--- config.mk ---
export PLATFORM = sky130hd
export DESIGN_NAME = load_aligner
export DESIGN_NICKNAME = d
export VERILOG_FILES = /design/src/rtl/load_pkg.sv /design/src/rtl/load_extract.sv /design/src/rtl/load_aligner.sv
export SDC_FILE = /design/constraint.sdc
export NUM_CORES = 1
export LEC_CHECK = 0
export CORE_AREA = 5 5 112 114
export CTS_CLUSTER_SIZE = 20
export DETAILED_ROUTE_END_ITERATION = 16
export DIE_AREA = 0 0 117 119
export GPL_TIMING_DRIVEN = 0
export SLEW_MARGIN = 25
export SYNTH_ARGS = -nofsm -noshare
export SYNTH_HDL_FRONTEND = slang
export SYNTH_SLANG_ARGS = --single-unit
--- constraint.sdc ---
create_clock -name clk -period 2.4 [get_ports clk]
set_input_delay 0.24 -clock clk [delete_from_list [all_inputs] [get_ports clk]]
set_output_delay 0.24 -clock clk [all_outputs]
set_load 0.05 [all_outputs]
--- src/rtl/load_pkg.sv ---
// Shared definitions for the load aligner: funct3 codes, FSM states and
// access-width helpers used by both the controller and the extractor.
package load_pkg;

  localparam logic [2:0] F3_LB  = 3'b000;
  localparam logic [2:0] F3_LH  = 3'b001;
  localparam logic [2:0] F3_LW  = 3'b010;
  localparam logic [2:0] F3_LBU = 3'b100;
  localparam logic [2:0] F3_LHU = 3'b101;

  typedef enum logic [2:0] {
    IDLE,
    RD0,
    CAP0,
    RD1,
    CAP1,
    RESP
  } state_t;

  typedef enum logic [1:0] {
    BYTE,
    HALF,
    WORD
  } width_sel;

  function automatic logic funct3_legal(input logic [2:0] funct3);
    return (funct3 == F3_LB) || (funct3 == F3_LH) || (funct3 == F3_LW) ||
           (funct3 == F3_LBU) || (funct3 == F3_LHU);
  endfunction

  function automatic width_sel width_of(input logic [2:0] funct3);
    case (funct3[1:0])
      2'b00:   return BYTE;
      2'b01:   return HALF;
      default: return WORD;
    endcase
  endfunction

  // True when the access runs past the end of the first word.
  function automatic logic spans_word(input logic [2:0] funct3, input logic [1:0] offset);
    case (width_of(funct3))
      HALF:    return offset == 2'd3;
      WORD:    return offset != 2'd0;
      default: return 1'b0;
    endcase
  endfunction

endpackage

--- src/rtl/load_extract.sv ---
// Combinational lane shifter: moves the addressed bytes of {word1, word0}
// down to bit 0 and sign- or zero-extends them according to funct3.
module load_extract
  import load_pkg::*;
(
  input  logic [63:0] data,
  input  logic [1:0]  offset,
  input  logic [2:0]  funct3,
  output logic [31:0] result
);

  logic [63:0] shifted;
  logic        sext;
  logic        unused_hi;

  assign shifted   = data >> {offset, 3'b000};
  assign sext      = ~funct3[2];
  assign unused_hi = ^shifted[63:32];

  always_comb begin
    result = shifted[31:0];
    case (width_of(funct3))
      BYTE:    result = {{24{sext & shifted[7]}}, shifted[7:0]};
      HALF:    result = {{16{sext & shifted[15]}}, shifted[15:0]};
      default: result = shifted[31:0];
    endcase
  end

endmodule

--- src/rtl/load_aligner.sv ---
// Multi-cycle load-data aligner: one or two word reads per load, result over valid/ready.
// Define LOAD_ALIGNER_SPLIT_EN to support loads that span two words; otherwise they error.
module load_aligner
  import load_pkg::*;
(
  input  logic        clk,
  input  logic        rst,
  input  logic        req_valid,
  output logic        req_ready,
  input  logic [31:0] req_addr,
  input  logic [2:0]  req_funct3,
  output logic        mem_rd_en,
  output logic [31:0] mem_addr,
  input  logic [31:0] mem_rdata,
  output logic        rsp_valid,
  input  logic        rsp_ready,
  output logic [31:0] rsp_data,
  output logic        rsp_err
);

  state_t      state_q, state_d;
  logic [31:0] addr_q;
  logic [2:0]  f3_q;
  logic [31:0] data_q;
  logic        err_q;
  logic        req_fire;
  logic        req_bad;
  logic [63:0] ext_data;
  logic [31:0] ext_result;

  assign req_fire = req_valid && (state_q == IDLE);

`ifdef LOAD_ALIGNER_SPLIT_EN
  logic [31:0] word0_q;
  logic        cur_spans;

  assign cur_spans = spans_word(f3_q, addr_q[1:0]);
  assign req_bad   = !funct3_legal(req_funct3);
  assign ext_data  = (state_q == CAP1) ? {mem_rdata, word0_q} : {32'h0, mem_rdata};
`else
  // Without the second read, spanning loads are rejected before touching memory.
  assign req_bad  = !funct3_legal(req_funct3) || spans_word(req_funct3, req_addr[1:0]);
  assign ext_data = {32'h0, mem_rdata};
`endif

  load_extract u_extract (
    .data   (ext_data),
    .offset (addr_q[1:0]),
    .funct3 (f3_q),
    .result (ext_result)
  );

  always_comb begin
    state_d = state_q;
    case (state_q)
      IDLE: begin
        if (req_valid) state_d = req_bad ? RESP : RD0;
      end
      RD0:  state_d = CAP0;
`ifdef LOAD_ALIGNER_SPLIT_EN
      CAP0: state_d = cur_spans ? RD1 : RESP;
      RD1:  state_d = CAP1;
      CAP1: state_d = RESP;
`else
      CAP0: state_d = RESP;
`endif
      RESP: begin
        if (rsp_ready) state_d = IDLE;
      end
      default: state_d = IDLE;
    endcase
  end

  always_ff @(posedge clk) begin
    if (rst) begin
      state_q <= IDLE;
      addr_q  <= '0;
      f3_q    <= '0;
      data_q  <= '0;
      err_q   <= 1'b0;
`ifdef LOAD_ALIGNER_SPLIT_EN
      word0_q <= '0;
`endif
    end else begin
      state_q <= state_d;
      if (req_fire) begin
        addr_q <= req_addr;
        f3_q   <= req_funct3;
        data_q <= '0;
        err_q  <= req_bad;
      end
`ifdef LOAD_ALIGNER_SPLIT_EN
      if (state_q == CAP0) begin
        word0_q <= mem_rdata;
        if (!cur_spans) data_q <= ext_result;
      end
      if (state_q == CAP1) data_q <= ext_result;
`else
      if (state_q == CAP0) data_q <= ext_result;
`endif
    end
  end

  // Handshake outputs are gated by reset so an aborted request never shows up.
  assign req_ready = !rst && (state_q == IDLE);
  assign mem_rd_en = !rst && ((state_q == RD0) || (state_q == RD1));
  assign rsp_valid = !rst && (state_q == RESP);
  assign rsp_data  = data_q;
  assign rsp_err   = err_q;

  always_comb begin
    mem_addr = '0;
    if (!rst) begin
      case (state_q)
        RD0:     mem_addr = {addr_q[31:2], 2'b00};
`ifdef LOAD_ALIGNER_SPLIT_EN
        RD1:     mem_addr = {addr_q[31:2] + 30'd1, 2'b00};
`endif
        default: mem_addr = '0;
      endcase
    end
  end

endmodule

### After elaboration in Yosys (flattened, before gate mapping)

Index checks and enable logic that the tools add are counted.

| cells by class | value |
|---|---|
| equality and inequality tests | 16 |
| shifts and indexed selects | 1 |
| mux-type cells | 12 |
| bitwise logic cells | 3 |
| reduce and logical (&&, ||, !) cells | 20 |

Operators by type and width:

| kind | number |
|---|---|
| 32-bit two-way mux | 4 |
| 32-bit one-hot mux with 2 select lines | 1 |
| 32-bit by 5-bit >> shifter with 32-bit output | 1 |
| 3-bit one-hot mux with 4 select lines | 1 |
| 3-bit by 2-bit equality test with 1-bit output, second input constant | 3 |
| 3-bit equality test, second input constant | 3 |
| 3-bit two-way mux | 3 |
| 2-bit by 1-bit equality test with 1-bit output, second input constant | 4 |
| 2-bit one-hot mux with 2 select lines | 2 |
| 3-bit by 1-bit equality test with 1-bit output, second input constant | 2 |
| 2-bit logical NOT | 3 |
| 3-bit logical NOT | 2 |
| 1-bit logical OR | 6 |
| 2-bit equality test, second input constant | 2 |
| 1-bit logical AND | 4 |
| 2-bit != test, second input constant | 2 |
| 2-bit nonzero test | 2 |
| 1-bit AND | 2 |
| 1-bit logical NOT | 2 |
| 1-bit one-hot mux with 2 select lines | 1 |
| 2-bit AND reduction | 1 |
| 1-bit inverter | 1 |

| word-level totals | value |
|---|---|
| flip-flop bits (word level) | 71 |
| input port bits | 71 |
| output and inout bits | 68 |
| logic and storage cells | 57 |

### Depth between registers and ports, before layout

| logic depth | value |
|---|---|
| depth after elaboration | 10 |
| gate-level depth with buffers | 7 |
| gate-level depth less buffers | 4 |

### Modules after synthesis

Synthesis repeated with hierarchy kept, for this count alone.

| unflattened totals | value |
|---|---|
| cell total of the unflattened synthesis | 419 |
| area, all modules | 3772.4 um^2 |

By module, submodules not included:

| module | times used | cells each | area an instance (um^2) | seq. area each (um^2) |
|---|---|---|---|---|
| load_aligner | 1 | 318 | 2652.5 | 1421.4 |
| load_extract | 1 | 101 | 1119.8 | 0.0 |

### Worst setup path after synthesis

No wires, ideal clock.

| timing path | value |
|---|---|
| path type | flip-flop to output port |
| from | register state_q[2] |
| to | output port req_ready |
| arrival time | 1.919 ns |
| data required time | 2.160 ns |
| slack | 0.241 ns |
| cell stages (with the launch flop) | 2 |
| buffers on the path | 0 |
| cells stage by stage | dfxtp_1 nor4_1 |

| on the way | value |
|---|---|
| longest elaborated chain between the ends | 2 |

Ends and longest elaborated chain:

| what | line | RTL |
|---|---|---|
| start: declaration | load_aligner.sv:21 | `state_t state_q, state_d;` |
| start signal: assignment | load_aligner.sv:85 | `state_q <= state_d;` |
| 3-bit logical NOT | load_aligner.sv:105 | `assign req_ready = !rst && (state_q == IDLE);` |
| 1-bit logical AND | load_aligner.sv:105 |  |
| end: declaration | load_aligner.sv:9 | `output logic req_ready,` |

No other way between the ends.

### Final worst setup path

| timing path | value |
|---|---|
| from | input port rst |
| to | output port mem_rd_en |

| on the way | value |
|---|---|
| longest elaborated chain between the ends | 2 |

Ends and longest elaborated chain:

| what | line | RTL |
|---|---|---|
| start: declaration | load_aligner.sv:7 | `input logic rst,` |
| 1-bit logical NOT | -- |  |
| 1-bit logical AND | load_aligner.sv:106 | `assign mem_rd_en = !rst && ((state_q == RD0) \|\| (state_q == RD1));` |
| end: declaration | load_aligner.sv:12 | `output logic mem_rd_en,` |

No other way between the ends.

==> metrics.md <==
| Metric | Value |
|---|---|
| Outcome | completed |
| Worst r2r path cells | 5 |
| Post-route DRC violation count | 0 |
| FF-to-FF setup slack | approximately 0.59 ns |
| I/O Buffers | 136 |
| Worst slew margin | 0.628 |
| Worst path max stage delay | 0.66 ns |
| Hold path depth | 2 |
| Max-slew violations | 0 |
| Switching Share | 0.273 |
| Area Growth Syn to Fin | 57.4% |
| Final wirelength | about 11 mm |
| Worst hold path type | reg -> reg |
| Crit path time final | 2.25 ns |
| Max cap viols | 0 |
| Initial antenna violation count | 0 |
| Power Density | 648 nW/um2 |
| Die ar. | 13,900 um2 |
| Worst-Margin Slew | 0.556 ns |
| Peak supply drop | 0.000375 V |
| TritonCTS clock tree | built |
| Vias in the first global route | about 3.3k |
| CP bufs+invs | 4 |
| Die Span Y | 119 um |
| Gr ovfl total | 0 |
| Core Box Area | 11,300 um2 |
| DP HPWL | 8.44 mm |
| First-pass GRT wire length | 17.2 mm |
| Root Driver | clkbuf_16 |
| CP delay by family, top | buffers and inverters |
| Setup Skew | 0.00466 ns |
| Hold Vio Cnt, Final | 0 |
| Vias per cell | 4.73 |
| Reg power frac | 0.383 |
| CP cell instances | clkdlybuf4s50_1, clkbuf_2, buf_2, nor2_1, dlygate4sd2_1 |
| Clk sinks | 71 |
| Hold Buf Count CTS | 0 |
| Fillcell total | approximately 1.1k |
| Longest Clk Path Bufs | 2 |
| NetSw | 0.924 mW |
| Post-CTS setup buffer count | 0 |
| Critical path depth | 5 |
| CP max-delay cell | clkdlybuf4s50_1 |
| Yosys warnings | 0 |
| Final core utilization | 0.461 |
| CP required | 2.16 ns |
| Final setup vio count | 0 |
| Critical path class | in -> out |
| Max Fclk | 445 MHz |
| Pre-CTS WS | -0.545 ns |
| WP data arrival | 2.01 ns |
| Worst skew pair latency | 0.33 ns |
| Avg Inst Size Synth | ~9 um2 |
| Register area | between 1000 and 1500 um2 |
| Netlist Area Pre-Place | 3320 um2 |
| Setup crit start kind | primary input |
| Comb pwr share | 0.204 |
| Clock power frac | 0.413 |
| Hold_ws | around 0.45 ns |
| Drt initial violations | 144 |
| Clk pin slew, worst setup/hold paths | 0.06 ns |
| Num rows | 39 |
| Cell Int Power | 2.46 mW |
| CTS buffer count | 9 |
| Worst setup margin | between 0.15 and 0.2 ns |
| Antenna-violating nets left | 0 |
| # IOs | 139 |
| Layout Nets | 586 |
| Sequential area share after synthesis | 0.429 |
| RSZ-0062 raised after global routing | false |
| Crit end category | output pin |
| Leak | slightly below 2 nW |
| Syn Inst Count | 367 |
| Largest net degree at the start of global routing | 13 |
| Share of layout cells above drive strength 1 | 0.185 |
| Max FO, Critical Path | 10 |
| GP Congestion | about 0.8 |
| Die Wd | about 120 um |
| Distinct cells, synth | 40 |
| Most common cell after layout, fill and taps aside | clkdlybuf4s50_1 |
| H-tree levels | 3 |
| Vias | 3,130 |
| Yosys reg bits | ~70 |
| Design Power | ~3.4 mW |
| First-pass detailed-route iteration total | 4 |
| N_diodes | 0 |
| DR WL/cell | approximately 16 um |
| Most frequent cells in the layout | clkdlybuf4s50_1 (103), nand2_1 (73), dfxtp_1 (71) |
| Initial core utilization | 0.293 |
| Total global routing track utilization | 0.156 |
| Fin crit share | 0.936 |
| Footprint of the multi-input gates | 1690 um2 |
[synth_stat cells (all sizes together)]
| library cell | number | share of area |
|---|---|---|
| mux2i | 9 | 0.027 |
| and2 | 30 | 0.057 |
| a21oi | 55 | 0.083 |
| nand4b | 1 | 0.0026 |
| nand2 | 73 | 0.083 |
| o211a | 1 | 0.0053 |
| or4b | 1 | 0.0030 |
| nor2b | 2 | 0.0038 |
| inv | 1 | 0.0011 |
| mux2 | 8 | 0.027 |
| xnor2 | 1 | 0.0026 |
| nor2 | 11 | 0.013 |
| buf | 25 | 0.053 |
| o21ai | 2 | 0.0030 |
| nor4 | 1 | 0.0019 |
| o31ai | 1 | 0.0023 |
| or2 | 1 | 0.0019 |
| dfxtp | 71 | 0.43 |
| nor4b | 1 | 0.0045 |
| or3 | 1 | 0.0019 |
| nor3 | 15 | 0.024 |
| a22oi | 8 | 0.018 |
| o2bb2ai | 7 | 0.018 |
| mux4 | 8 | 0.055 |
| nor3b | 1 | 0.0057 |
| a21bo | 1 | 0.0030 |
| conb | 1 | 0.0011 |
| nand3b | 1 | 0.0023 |
| a221o | 16 | 0.048 |
| clkbuf | 10 | 0.011 |
| o31a | 1 | 0.0026 |
| nand2b | 1 | 0.0019 |
| and3 | 1 | 0.0019 |
[worst min-delay path: cells and delay by family, from the launching register on]
kind               cells  cell delay [ns]
AOI/OAI and AO/OA      1             0.05
DFF                    1             0.30
and+or+nand+nor        1             0.05
[logic make-up after synthesis]
family / after synthesis / share of synthesized area
other cells: 1 / 0.00113
compound gates: 92 / 0.184
xor+xnor: 1 / 0.00264
simple gates: 141 / 0.208
mux: 25 / 0.110
buf+inv: 36 / 0.0657
flops: 71 / 0.429
[what timing repair did]
item | in CTS | in global routing
endpoints found under the setup margin | 33 | 29
pin swaps | 0 | 0
gates resized for setup | 97 | 1
cloned | 0 | 0
[worst paths after layout]
check,to,start
min reg2reg,addr_q[7],addr_q[7]
min,addr_q[7],addr_q[7]
max,mem_rd_en,rst
max reg2reg,rsp_data[15],addr_q[1]
[registers in the layout, indices dropped and copies added, names as in the netlist]
| name | count |
|---|---|
| state_q | 3 |
| rsp_err | 1 |
| addr_q | 32 |
| rsp_data | 32 |
| f3_q | 3 |
[stage by stage]
stage | instance area, um2 | setup TNS [ns] | instances
after floorplan | 3320 | 0 | 368
after global placement | 4860 | -14.85 | 647
after detailed placement | 4860 | -15.49 | 647
after CTS | 5210 | 0 | 662
after global routing | 5220 | 0 | 662
final | 5220 | 0 | 662
[area by class of cell]
type                            instances  area share
Clock inverter                          6      0.0165
Timing Repair Buffer                  136       0.267
Tap cell                              143      0.0343
Inverter                                1    0.000719
Buffer                                 35      0.0422
Clock buffer                            9      0.0431
Sequential cell                        71       0.272
Multi-Input combinational cell        261       0.324
[power groups by stage]
stage	clock network, mW	logic (mW)	registers (mW)
2_1_floorplan	0	0.345	1.38
3_3_place_gp	0	0.688	1.32
3_5_place_dp	0	0.693	1.32
4_1_cts	1.43	0.693	1.30
5_1_grt	1.49	0.749	1.30
6_report	1.40	0.690	1.30
[routing by layer]
metal  track usage  vias up  routed length (um)
met1         0.198     1445                4740
met5             0        -                   0
met4        0.0659        0                 323
met3        0.0345       23                 453
li1              -     1587                   -
met2         0.255       75                5250
No activity file was read; power rests on OpenSTA's default activity.
